$ cat src/rtl/uart_pkg.sv
// Shared definitions for the UART transmitter: FSM state encoding,
// serial line levels and the parity helper.
package uart_pkg;

    typedef enum logic [2:0] {
        IDLE   = 3'd0,
        START  = 3'd1,
        DATA   = 3'd2,
        PARITY = 3'd3,
        STOP   = 3'd4
    } uart_tx_state_t;

    localparam logic IDLE_LEVEL  = 1'b1;
    localparam logic START_LEVEL = 1'b0;

    // Payloads narrower than 16 bits are zero-extended by the caller,
    // which leaves the XOR reduction unchanged.
    function automatic logic calc_parity(input logic [15:0] data, input logic odd);
        return (^data) ^ odd;
    endfunction

endpackage

$ cat src/rtl/uart_tx_fifo.sv
// Four-entry input FIFO placed ahead of the serialiser when UART_TX_FIFO_EN is defined.
// Pointers are 2 index bits plus a wrap bit, so full and empty can be told apart.
module uart_tx_fifo #(
    parameter int WIDTH = 8
) (
    input  logic             clk,
    input  logic             rst,
    input  logic             push,
    input  logic [WIDTH-1:0] push_data,
    input  logic             pop,
    output logic [WIDTH-1:0] head_data,
    output logic             full,
    output logic             empty
);

    logic [2:0]       wr_ptr;
    logic [2:0]       rd_ptr;
    logic [WIDTH-1:0] mem [4];
    logic             do_push;
    logic             do_pop;

    assign empty     = (wr_ptr == rd_ptr);
    assign full      = (wr_ptr[2] != rd_ptr[2]) && (wr_ptr[1:0] == rd_ptr[1:0]);
    assign do_pop    = pop && !empty;
    assign do_push   = push && (!full || do_pop);
    assign head_data = mem[rd_ptr[1:0]];

    // Pointer update; a pop in the same cycle frees the slot a push into a full FIFO needs.
    always_ff @(posedge clk) begin
        if (rst) begin
            wr_ptr <= '0;
            rd_ptr <= '0;
        end else begin
            if (do_push) begin
                wr_ptr <= wr_ptr + 3'd1;
            end
            if (do_pop) begin
                rd_ptr <= rd_ptr + 3'd1;
            end
        end
    end

    // Storage array; contents need no reset because the pointers define validity.
    always_ff @(posedge clk) begin
        if (do_push) begin
            mem[wr_ptr[1:0]] <= push_data;
        end
    end

endmodule

$ cat src/rtl/uart_tx_param.sv
// Parametrised UART transmitter: start bit, DATA_WIDTH data bits LSB first,
// optional parity, one or two stop bits, runtime prescaler, valid/ready handshake
// and zero-gap back-to-back frames.
// Optional feature: define UART_TX_FIFO_EN to insert a 4-entry input FIFO.
module uart_tx_param
    import uart_pkg::*;
#(
    parameter int DATA_WIDTH = 8,
    parameter int PRESCALE_W = 16
) (
    input  logic                  CLK,
    input  logic                  RST,
    input  logic [DATA_WIDTH-1:0] P_DATA,
    input  logic                  Data_Valid,
    output logic                  Data_Ready,
    input  logic                  PAR_EN,
    input  logic                  PAR_TYP,
    input  logic                  STOP2,
    input  logic [PRESCALE_W-1:0] Prescale,
    output logic                  TX_OUT,
    output logic                  busy
);

    localparam int IDX_W = 4;

    uart_tx_state_t state;
    uart_tx_state_t next_state;

    logic [PRESCALE_W-1:0] cnt;
    logic [PRESCALE_W-1:0] cnt_next;
    logic [PRESCALE_W-1:0] prescale_q;
    logic [PRESCALE_W-1:0] prescale_eff;
    logic [IDX_W-1:0]      bit_idx;
    logic [IDX_W-1:0]      bit_idx_next;
    logic [DATA_WIDTH-1:0] data_q;
    logic [DATA_WIDTH-1:0] word_in;
    logic [15:0]           data_ext;
    logic                  par_en_q;
    logic                  par_typ_q;
    logic                  stop2_q;
    logic                  bit_done;
    logic                  last_stop;
    logic                  ser_ready;
    logic                  xfer;
    logic                  tx_out_d;
    logic                  busy_d;

    assign bit_done     = (cnt == '0);
    assign last_stop    = (state == STOP) && bit_done && (!stop2_q || (bit_idx == IDX_W'(1)));
    assign ser_ready    = (state == IDLE) || last_stop;
    assign prescale_eff = (Prescale == '0) ? PRESCALE_W'(1) : Prescale;

`ifdef UART_TX_FIFO_EN
    logic fifo_full;
    logic fifo_empty;
    logic fifo_pop;
    logic fifo_push;

    assign fifo_pop   = ser_ready && !fifo_empty && !RST;
    assign xfer       = fifo_pop;
    assign Data_Ready = !RST && (!fifo_full || fifo_pop);
    assign fifo_push  = Data_Valid && Data_Ready;

    uart_tx_fifo #(
        .WIDTH(DATA_WIDTH)
    ) u_fifo (
        .clk       (CLK),
        .rst       (RST),
        .push      (fifo_push),
        .push_data (P_DATA),
        .pop       (fifo_pop),
        .head_data (word_in),
        .full      (fifo_full),
        .empty     (fifo_empty)
    );
`else
    assign Data_Ready = ser_ready && !RST;
    assign xfer       = Data_Valid && Data_Ready;
    assign word_in    = P_DATA;
`endif

    // State register together with the registered line and busy outputs.
    always_ff @(posedge CLK) begin
        if (RST) begin
            state  <= IDLE;
            TX_OUT <= IDLE_LEVEL;
            busy   <= 1'b0;
        end else begin
            state  <= next_state;
            TX_OUT <= tx_out_d;
            busy   <= busy_d;
        end
    end

    // Next-state logic; every non-idle state advances only when its bit period ends.
    always_comb begin
        next_state = state;
        case (state)
            IDLE: begin
                if (xfer) next_state = START;
            end
            START: begin
                if (bit_done) next_state = DATA;
            end
            DATA: begin
                if (bit_done && (bit_idx == IDX_W'(DATA_WIDTH - 1))) begin
                    next_state = par_en_q ? PARITY : STOP;
                end
            end
            PARITY: begin
                if (bit_done) next_state = STOP;
            end
            STOP: begin
                if (last_stop) next_state = xfer ? START : IDLE;
            end
            default: next_state = IDLE;
        endcase
    end

    // Counter next values: reload at every bit boundary, bit index restarts on a state change.
    always_comb begin
        cnt_next     = cnt;
        bit_idx_next = bit_idx;
        if (xfer) begin
            cnt_next     = prescale_eff - PRESCALE_W'(1);
            bit_idx_next = '0;
        end else if (state != IDLE) begin
            if (bit_done) begin
                cnt_next     = prescale_q - PRESCALE_W'(1);
                bit_idx_next = (next_state == state) ? (bit_idx + IDX_W'(1)) : '0;
            end else begin
                cnt_next = cnt - PRESCALE_W'(1);
            end
        end
    end

    // Zero-extend the latched word so it can be indexed and reduced at a fixed width.
    always_comb begin
        data_ext                   = '0;
        data_ext[DATA_WIDTH-1:0]   = data_q;
    end

    // Output decode from the upcoming state, so the line is registered with no input path.
    always_comb begin
        busy_d   = (next_state != IDLE);
        tx_out_d = IDLE_LEVEL;
        case (next_state)
            START:   tx_out_d = START_LEVEL;
            DATA:    tx_out_d = data_ext[bit_idx_next];
            PARITY:  tx_out_d = calc_parity(data_ext, par_typ_q);
            default: tx_out_d = IDLE_LEVEL;
        endcase
    end

    // Bit timing counters and the frame configuration captured at each transfer.
    always_ff @(posedge CLK) begin
        if (RST) begin
            cnt        <= '0;
            bit_idx    <= '0;
            prescale_q <= PRESCALE_W'(1);
            data_q     <= '0;
            par_en_q   <= 1'b0;
            par_typ_q  <= 1'b0;
            stop2_q    <= 1'b0;
        end else begin
            cnt     <= cnt_next;
            bit_idx <= bit_idx_next;
            if (xfer) begin
                prescale_q <= prescale_eff;
                data_q     <= word_in;
                par_en_q   <= PAR_EN;
                par_typ_q  <= PAR_TYP;
                stop2_q    <= STOP2;
            end
        end
    end

endmodule

$ cat config.mk
export PLATFORM = sky130hd
export DESIGN_NAME = uart_tx_param
export DESIGN_NICKNAME = d
export VERILOG_FILES = /design/src/rtl/uart_pkg.sv /design/src/rtl/uart_tx_fifo.sv /design/src/rtl/uart_tx_param.sv
export SDC_FILE = /design/constraint.sdc
export NUM_CORES = 1
export LEC_CHECK = 0
export CAP_MARGIN = 20
export CORE_MARGIN = 4
export CORE_UTILIZATION = 55
export DETAILED_ROUTE_END_ITERATION = 8
export PLACE_DENSITY = 0.86
export RECOVER_POWER = 50
export SLEW_MARGIN = 0
export SYNTH_ARGS = -nofsm -noshare
export SYNTH_HDL_FRONTEND = slang
export SYNTH_HIERARCHICAL = 1
export SYNTH_SLANG_ARGS = --single-unit
$ cat constraint.sdc
create_clock -name CLK -period 3.99 [get_ports CLK]
set_input_delay 0.399 -clock CLK [delete_from_list [all_inputs] [get_ports CLK]]
set_output_delay 0.399 -clock CLK [all_outputs]
set_load 0.02 [all_outputs]
# ---- After elaboration in Yosys (flattened, before gate mapping)
# Cells that the tools add are included.
# Widths: inputs -> output; s select.
dict set report totals {
  reg_bits 52
  input_bits 30
  output_inout_bits 3
  elab_cells 61
}
dict set report classes {
  add_sub_neg 4
  magnitude_cmp 1
  n_eq_ne 10
  mux 19
  n_bitwise 1
  n_reduce_logical 16
}
# op count
set ops {}
lappend ops {{$mux 16} 4}
lappend ops {{$sub 16x1->16 const B} 3}
lappend ops {{$logic_not 16->1} 2}
lappend ops {{$mux 3} 6}
lappend ops {{$mux 4} 4}
lappend ops {{$reduce_xor 16->1} 1}
lappend ops {{$pmux 3 s5} 1}
lappend ops {{$eq 3x2->1 const B} 4}
lappend ops {{$eq 3x1->1 const B} 2}
lappend ops {{$reduce_bool 3->1} 2}
lappend ops {{$logic_and 1x1->1} 5}
lappend ops {{$lt 4x5->1 const B} 1}
lappend ops {{$add 4x1->4 const B} 1}
lappend ops {{$bmux 1 s4} 1}
lappend ops {{$eq 4x1->1 const B} 1}
lappend ops {{$eq 4x3->1 const B} 1}
lappend ops {{$eq 3x3->1} 1}
lappend ops {{$eq 3x3->1 const B} 1}
lappend ops {{$logic_not 3->1} 1}
lappend ops {{$pmux 1 s3} 1}
lappend ops {{$logic_not 1->1} 2}
lappend ops {{$logic_or 1x1->1} 2}
lappend ops {{$mux 1} 2}
lappend ops {{$reduce_bool 2->1} 1}
lappend ops {{$xor 1x1->1} 1}

# ---- Longest topological paths before layout
# Gate-level depths: netlist (run 1).
dict set report depth {
  depth_word 17
  depth_mapped 16
  mapped_depth_nobuf 12
}

# ---- Least setup slack after synthesis (run 1)
# Ideal clock, no wire load.
dict set report synth_timing {
  path_kind {flip-flop to flip-flop}
  from {register bit_idx[0]}
  to {register cnt[12]}
  setup_time_ps 79
  arrival_time_ps 3090
  required_time_ps 3911
  slack_ps 821
  stages_incl_launch_ff 15
  path_buffers 4
  period_less_slack_ps 3169
  path_cell_list {dfxtp_1 > ha_1 > nor3b_2 > o2111ai_2 > o32ai_4 > buf_2 > buf_2 > buf_2 > buf_1 > o21a_1 > ha_1 > o211ai_4 > nor4_2 > xnor2_1 > a211oi_2}
}
dict set report synth_between {
  elab_chain_cells 7
  word_cells_on_any_way 8
  cone_classes {eq/ne (1); mux (1); reduce/logical (6)}
}
# element line_no
set synth_rtl {}
lappend synth_rtl {{from (decl)} uart_tx_param.sv:33} ;# logic [IDX_W-1:0] bit_idx;
lappend synth_rtl {{from (signal assigned)} uart_tx_param.sv:167} ;# bit_idx <= bit_idx_next;
lappend synth_rtl {{$eq 4x1->1 (*)} uart_tx_param.sv:49} ;# assign last_stop = (state == STOP) && bit_done && (!stop2_q || (bit_idx == IDX_W'(1)));
lappend synth_rtl {{$logic_or 1x1->1 (*)} uart_tx_param.sv:49}
lappend synth_rtl {{$logic_and 1x1->1 (*)} uart_tx_param.sv:49}
lappend synth_rtl {{$logic_or 1x1->1 (*)} uart_tx_param.sv:50} ;# assign ser_ready = (state == IDLE) || last_stop;
lappend synth_rtl {{$logic_and 1x1->1 (*)} uart_tx_param.sv:77} ;# assign Data_Ready = ser_ready && !RST;
lappend synth_rtl {{$logic_and 1x1->1 (*)} uart_tx_param.sv:78} ;# assign xfer = Data_Valid && Data_Ready;
lappend synth_rtl {{$mux 16 or $reduce_bool 2->1 (tied branches)} --}
lappend synth_rtl {{to (signal assigned)} uart_tx_param.sv:166} ;# cnt <= cnt_next;
lappend synth_rtl {{to (decl)} uart_tx_param.sv:29} ;# logic [PRESCALE_W-1:0] cnt;
# Every way passes the cells marked *; elsewhere a longest branch is shown, timed or not.
# A chain may end at the register's enable or synchronous reset.

# ---- Worst setup path after layout (run 1)
dict set report layout_timing {
  from {register cnt[8]}
  to {register cnt[14]}
}
dict set report layout_between {
  elab_chain_cells 7
  word_cells_on_any_way 11
  cone_classes {add/sub (1); mux (3); reduce/logical (7)}
}
# element
set layout_rtl {}
lappend layout_rtl {{parallel branches: the longest is 7 deep, another holds $sub 16x1->16}}
# Several ways; the timed one is not identified. The select of a mux whose other input is x is not followed.

==> results of run 1 <==
## worst paths after layout
check / endpoint / slack, ns / cells after the start
worst max-delay path: cnt[14] / 0.54 / 10
worst min-delay path: prescale_q[14] / 0.47 / 2
worst max register to register: cnt[14] / 0.54 / 10
worst min register to register: prescale_q[14] / 0.47 / 2
## final cells by class
class                           count  area (sq um)  share of cell area [%]
Clock buffer                        5         68.82                   1.894
Inverter                            8         30.03                  0.8264
Sequential cell                    52          1041                   28.65
Timing Repair Buffer               43         407.9                   11.23
Multi-Input combinational cell    310          1948                   53.62
Tap cell                           72         90.09                   2.479
Clock inverter                      3         47.55                   1.309
## report_power, final
part	switching, uW	leakage [uW]	internal (uW)	total, uW
registers	60.5	0.000427	583	643
clock network	189	0.0000583	189	378
logic	394	0.000814	280	673
total	643	0.00130	1050	1690
## sequential cells by signal, summed over array words and instances, names as in the netlist
register and count:
prescale_q 16, data_q 8, par_typ_q 1, TX_OUT 1
stop2_q 1, bit_idx 4, busy 1, state 3
cnt 16, par_en_q 1
## routing by layer
metal,vias to the layer above,wire [um]
met5,-,0
met4,0,140
met3,18,595
met2,134,3583
met1,1388,3349
li1,1478,-
## stage by stage
stage,cells,cell area (sq um),util (%),power [uW],setup slack [ns]
floorplan,394,3136,-,1133,0.8206
global placement,484,3505,63.64,1289,0.6800
detailed placement,484,3505,63.64,1309,0.5890
CTS,492,3621,65.76,1684,0.6822
global route,493,3633,65.99,1786,0.2747
finish,493,3633,65.99,1694,0.5360
## Yosys cell counts (6+ instances only)
library cell / count / share of area, %
nand3_1: 9 / 1.4
mux2i_1: 6 / 1.9
a211o_1: 6 / 1.7
buf_2: 9 / 1.4
a31oi_1: 6 / 1.2
nand2_1: 66 / 7.9
xnor2_1: 12 / 3.4
a21oi_1: 28 / 4.5
dfxtp_1: 52 / 33
o21ai_0: 27 / 4.3
xor2_1: 7 / 2.0
nor3_1: 14 / 2.2
inv_1: 7 / 0.84
a211oi_1: 11 / 2.6
nor2_1: 36 / 4.3
clkbuf_1: 10 / 1.2
## critical path, cell delays in order, from the launching register on
cell and delay, ns:
dfxtp_1 0.40, nor3_1 0.10, nand4_2 0.09, clkbuf_1 0.49, o32a_1 0.43, clkbuf_1 0.69, mux2i_4 0.45, o211ai_4 0.17
nor3_2 0.20, xnor2_1 0.09, a211oi_1 0.24
## kinds of logic after synthesis
logic type / count (synthesis) / synth area share, %
simple gates: 170 / 27.53
compound gates: 108 / 23.94
flops: 52 / 33.20
buf+inv: 32 / 4.669
xor+xnor: 19 / 5.307
mux: 10 / 4.150
fa+ha+maj: 3 / 1.197
==> results by group, run 1 <==
Floorplanning
  • Io pins: 33
  • Starting Density: 56.94%
  • Core footprint: 5507 sq um
  • Die area: 6973 sq um
  • Row cnt: 27
  • Die Span X: 83.51 um
  • Die H: 83.51 um

Clock network
  • CTS H-tree depth: 2
  • Worst skew pair latency: 0.31 ns
  • Cts bufs inserted: 5
  • Sinks on the clock net: 52
  • Clk root buf: clkbuf_8
  • Post-cts repair resize count: 0
  • Hold Buf Count CTS: 0
  • Setup repair bufs after CTS: 0
  • Clock buffer depth: 2
  • CTS tree: built
  • Clock Pin Slew Worst Setup and Hold Paths: 0.10 ns

Critical path
  • Crit path max fanout: 16
  • Setup crit start: cnt[8]
  • CP arrival: 3.68 ns
  • RR Startpoint: cnt[8]
  • Worst setup EP type: register
  • Worst Path Required: 4.22 ns
  • Type of origin of the critical path: register
  • WS Path Type: reg -> reg

STA
  • Worst-Margin Slew: 0.8674 ns
  • Final setup violation count: 0
  • WHS: 0.4670 ns
  • Slew Limit Fails: 0
  • Crit share post-route: 86.57%
  • Tmin final: 3.454 ns
  • Final Hold Vio Count: 0
  • Setup Skew: 0.005887 ns
  • Fmax: 289.5 MHz
  • RSZ-0062 raised after global routing: false
  • Setup TNS: 0 ns
  • Normalized max-slew margin: 42.17%

Layout
  • Layout cells sized above 1: 9.501%
  • Commonest cells after routing, fill and taps aside: nand2_1, dfxtp_1, nor2_1
  • ANT cells: 0
  • Commonest non-fill, non-tap cell in the layout: nand2_1
  • Area Growth Syn to Fin: 15.88%
  • Filler cell count: 453
  • NumNets Final: 453

Global routing
  • Initial antenna violation count: 0
  • Largest net degree at the start of global routing: 39
  • GR peak layer: met2
  • Met2 GRT Util: 35.35%
  • Met1 GRT Util: 29.61%
  • First-pass GRT wire length: 12770 um
  • M3 GR Usage: 3.751%
  • Vias in the first global route: 2736
  • Total GRT Usage: 21.80%
  • Congestion Overflow GR: 0

Synth
  • EDFF count, synth: 0
  • Synth Net Count: 427
  • Distinct cells, synth: 63
  • Warnings, synthesis: 6
  • Asr flop ratio synth: 0%
  • Syn Area/Cell: 7.958 sq um
  • Mapped Cells: 394
  • Seq/Total Area, Yosys: 33.20%
  • #FFs+latches synth: 52
  • Cell area after synthesis: 3136 sq um
  • Main synth FF type: dfxtp_1

Power and ir drop
  • Pwr/cell area: 466.2 nW/um^2
  • Peak supply drop: 0.2446 mV
  • Leak: 0.001299 uW

Flow run
  • Max cap viols: 0

Hold path
  • Hold Crit Class: reg -> reg
  • Min-delay src: prescale_q[14]

Drt
  • Total wire length: 7668 um
  • Drt wl/cell: 15.55 um
  • Antenna-violating nets left: 0
  • Via density: 6.122
  • Initial DRC Count: 278
  • DRC Markers: 0
  • DR vias: 3018
  • DR pass1 iterations: 5

Place
  • I/O Buffers: 32
  • Routability cong.: 0.8798
  • DP Wirelength: 5428 um

Status
  • Outcome: finished clean
No activity file was read; power rests on OpenSTA's default activity.
==> run 2: changes to the inputs <==
- CAP_MARGIN: 20 -> not set
- MAX_ROUTING_LAYER: not set -> met4
==> run 2 against run 1 <==
Combinational power shrank 1%. Maximum frequency grew 2.0%. Highest routed layer unchanged. Sequential share of layout area grew 0.32 points. Clock power shrank 2%. Clock skew grew 0.0050 ns.
==> results by group, run 2 (synthesis gave the netlist of run 1 again) <==
Critical path
  • Worst setup EP type: register
  • Setup crit start: bit_idx[1]
  • Type of origin of the critical path: register
  • Crit path max fanout: 15 (-1)
  • CP arrival: 3.54 ns (-0.14 ns)
  • RR Startpoint: bit_idx[1]
  • R2R cell count: 11 (+1)
  • Worst Path Required: 4.14 ns (-0.08 ns)
  • WS Path Type: reg -> reg

Layout
  • Filler cell count: 464 (+2.4%)
  • Commonest non-fill, non-tap cell in the layout: nand2_1
  • NumNets Final: 452 (-0.22%)
  • Area Growth Syn to Fin: 14.61%
  • Layout cells sized above 1: 9.286% (-0.22 points)
  • Multi-input logic area: 1929 sq um (-0.96%)
  • Final Non-Filler Cells: 492 (-0.20%)
  • FF+latch area: 1041 sq um (unchanged)
  • Commonest cells after routing, fill and taps aside: nand2_1, dfxtp_1, nor2_1
  • Final Core Density: 65.26% (-0.73 points)
  • ANT cells: 0 (unchanged)
  • Largest regs: cnt: 16 flops, prescale_q: 16 flops, data_q: 8 flops

Clock network
  • Setup repair bufs after CTS: 0 (unchanged)
  • Clk root buf: clkbuf_8
  • Post-cts repair resize count: 0 (unchanged)
  • Worst skew pair latency: 0.31 ns (about the same)
  • Cts bufs inserted: 5 (unchanged)
  • Clock buffer depth: 2 (unchanged)
  • Clock Pin Slew Worst Setup and Hold Paths: 0.10 ns (about the same)
  • CTS H-tree depth: 2 (unchanged)
  • Hold Buf Count CTS: 0 (unchanged)
  • Sinks on the clock net: 52 (unchanged)
  • CTS tree: built

Flow run
  • Max cap viols: 0 (unchanged)

Global routing
  • Total GRT Usage: 22.85% (+1.0 points)
  • Largest net degree at the start of global routing: 39 (unchanged)
  • Vias in the first global route: 2748 (+0.44%)
  • Initial antenna violation count: 0 (unchanged)
  • First-pass GRT wire length: 12990 um (+1.7%)
  • Congestion Overflow GR: 0 (unchanged)

Floorplanning
  • Io pins: 33 (unchanged)
  • Starting Density: 56.94% (unchanged)
  • Die area: 6973 sq um (unchanged)
  • Row cnt: 27 (unchanged)
  • Core footprint: 5507 sq um (unchanged)
  • Die Span X: 83.51 um (unchanged)
  • Die H: 83.51 um (unchanged)

Hold path
  • Min-delay src: prescale_q[14]
  • Hold Crit Class: reg -> reg
  • Hold path cells: 2 (unchanged)

Drt
  • Drt wl/cell: 15.68 um (+0.80%)
  • Antenna-violating nets left: 0 (unchanged)
  • WL met2: 3568 um (-0.42%)
  • DR pass1 iterations: 5 (unchanged)
  • Initial DRC Count: 296 (+6.5%)
  • DR WL met3: 497 um (-16%)
  • WL met1: 3528 um (+5.3%)
  • Via density: 6.067 (-0.89%)
  • Top sig layer: met4
  • Total wire length: 7714 um (+0.60%)
  • DRC Markers: 0 (unchanged)
  • DR vias: 2985 (-1.1%)

STA
  • Worst-Margin Slew: 1.046 ns (+0.1784 ns)
  • Final setup violation count: 0 (unchanged)
  • Setup TNS: 0 ns (unchanged)
  • Crit share post-route: 84.86% (-1.7 points)
  • Tmin final: 3.386 ns (-0.06804 ns)
  • RSZ-0062 raised after global routing: false
  • Slew Limit Fails: 0 (unchanged)
  • Normalized max-slew margin: 30.11% (-12 points)
  • WHS: 0.4644 ns (-0.002551 ns)
  • Fmax: 295.3 MHz (+2.0%)
  • Setup Skew: 0.01084 ns (+0.004955 ns)
  • Final Hold Vio Count: 0 (unchanged)

Power and ir drop
  • Gate power share: 39.5% (-0.2 points)
  • Pwr/cell area: 466.9 nW/um^2 (+0.15%)
  • Leak: 0.001281 uW (-1.4%)
  • Clock power share: 22.0% (-0.3 points)
  • Sequential Power Share: 38.5% (+0.5 points)
  • Net Sw Frac: 37.86% (-0.078 points)
  • Int Power: 1043 uW (-0.83%)
  • Peak supply drop: 0.2298 mV (-6.1%)
  • Switching power total: 635.2 uW (-1.2%)

Place
  • Routability cong.: 0.9090 (+3.3%)
  • I/O Buffers: 32 (unchanged)
  • Dpl cells: 484 (unchanged)
  • DP Wirelength: 5466 um (+0.70%)

Status
  • Outcome: finished clean
## run 2: area by class of cell
cell class	instances	area share [%]
multi-input combinational	310	53.69
sequential	52	28.97
timing repair buffer	42	10.90
tap	72	2.507
clock buffer	5	1.915
clock inverter	3	1.184
inverter	8	0.8357
## run 2: power by group through the flow
stage / Combinational [uW] / Clock (uW) / Sequential, uW
final: 663 / 369 / 645
after CTS: 659 / 369 / 644
after global routing: 729 / 391 / 653
after detailed placement: 652 / 0 / 655
after floorplan: 493 / 0 / 640
after global placement: 639 / 0 / 651
## run 2: per-stage QoR
stage | power (uW) | cell area (sq um) | worst slack, ns
floorplan | 1133 | 3136 | 0.8206
global placement | 1291 | 3505 | 0.6510
detailed placement | 1306 | 3505 | 0.5587
CTS | 1671 | 3616 | 0.8127
global route | 1773 | 3593 | 0.3135
finish | 1678 | 3593 | 0.6041
## run 2: critical path, cell delays in order (launching register included)
cell       delay [ns]
dfxtp_1          0.38
inv_1            0.07
ha_1             0.17
nor3b_1          0.16
o2111ai_1        0.43
o32a_1           0.66
buf_4            0.31
mux2i_4          0.35
o211ai_4         0.17
nor4_2           0.24
xnor2_1          0.19
a211oi_2         0.10
## run 2: worst paths after layout
path                            slack, ns        endpoint
worst min register to register       0.46  prescale_q[14]
worst max register to register       0.60         cnt[12]
worst max-delay path                 0.60         cnt[12]
worst min-delay path                 0.46  prescale_q[14]
## run 2: metal layers
metal	GRT usage, %	vias to the layer above
met5	-	-
met4	6.725	0
met3	3.751	13
met2	35.28	97
met1	30.96	1403
li1	-	1472
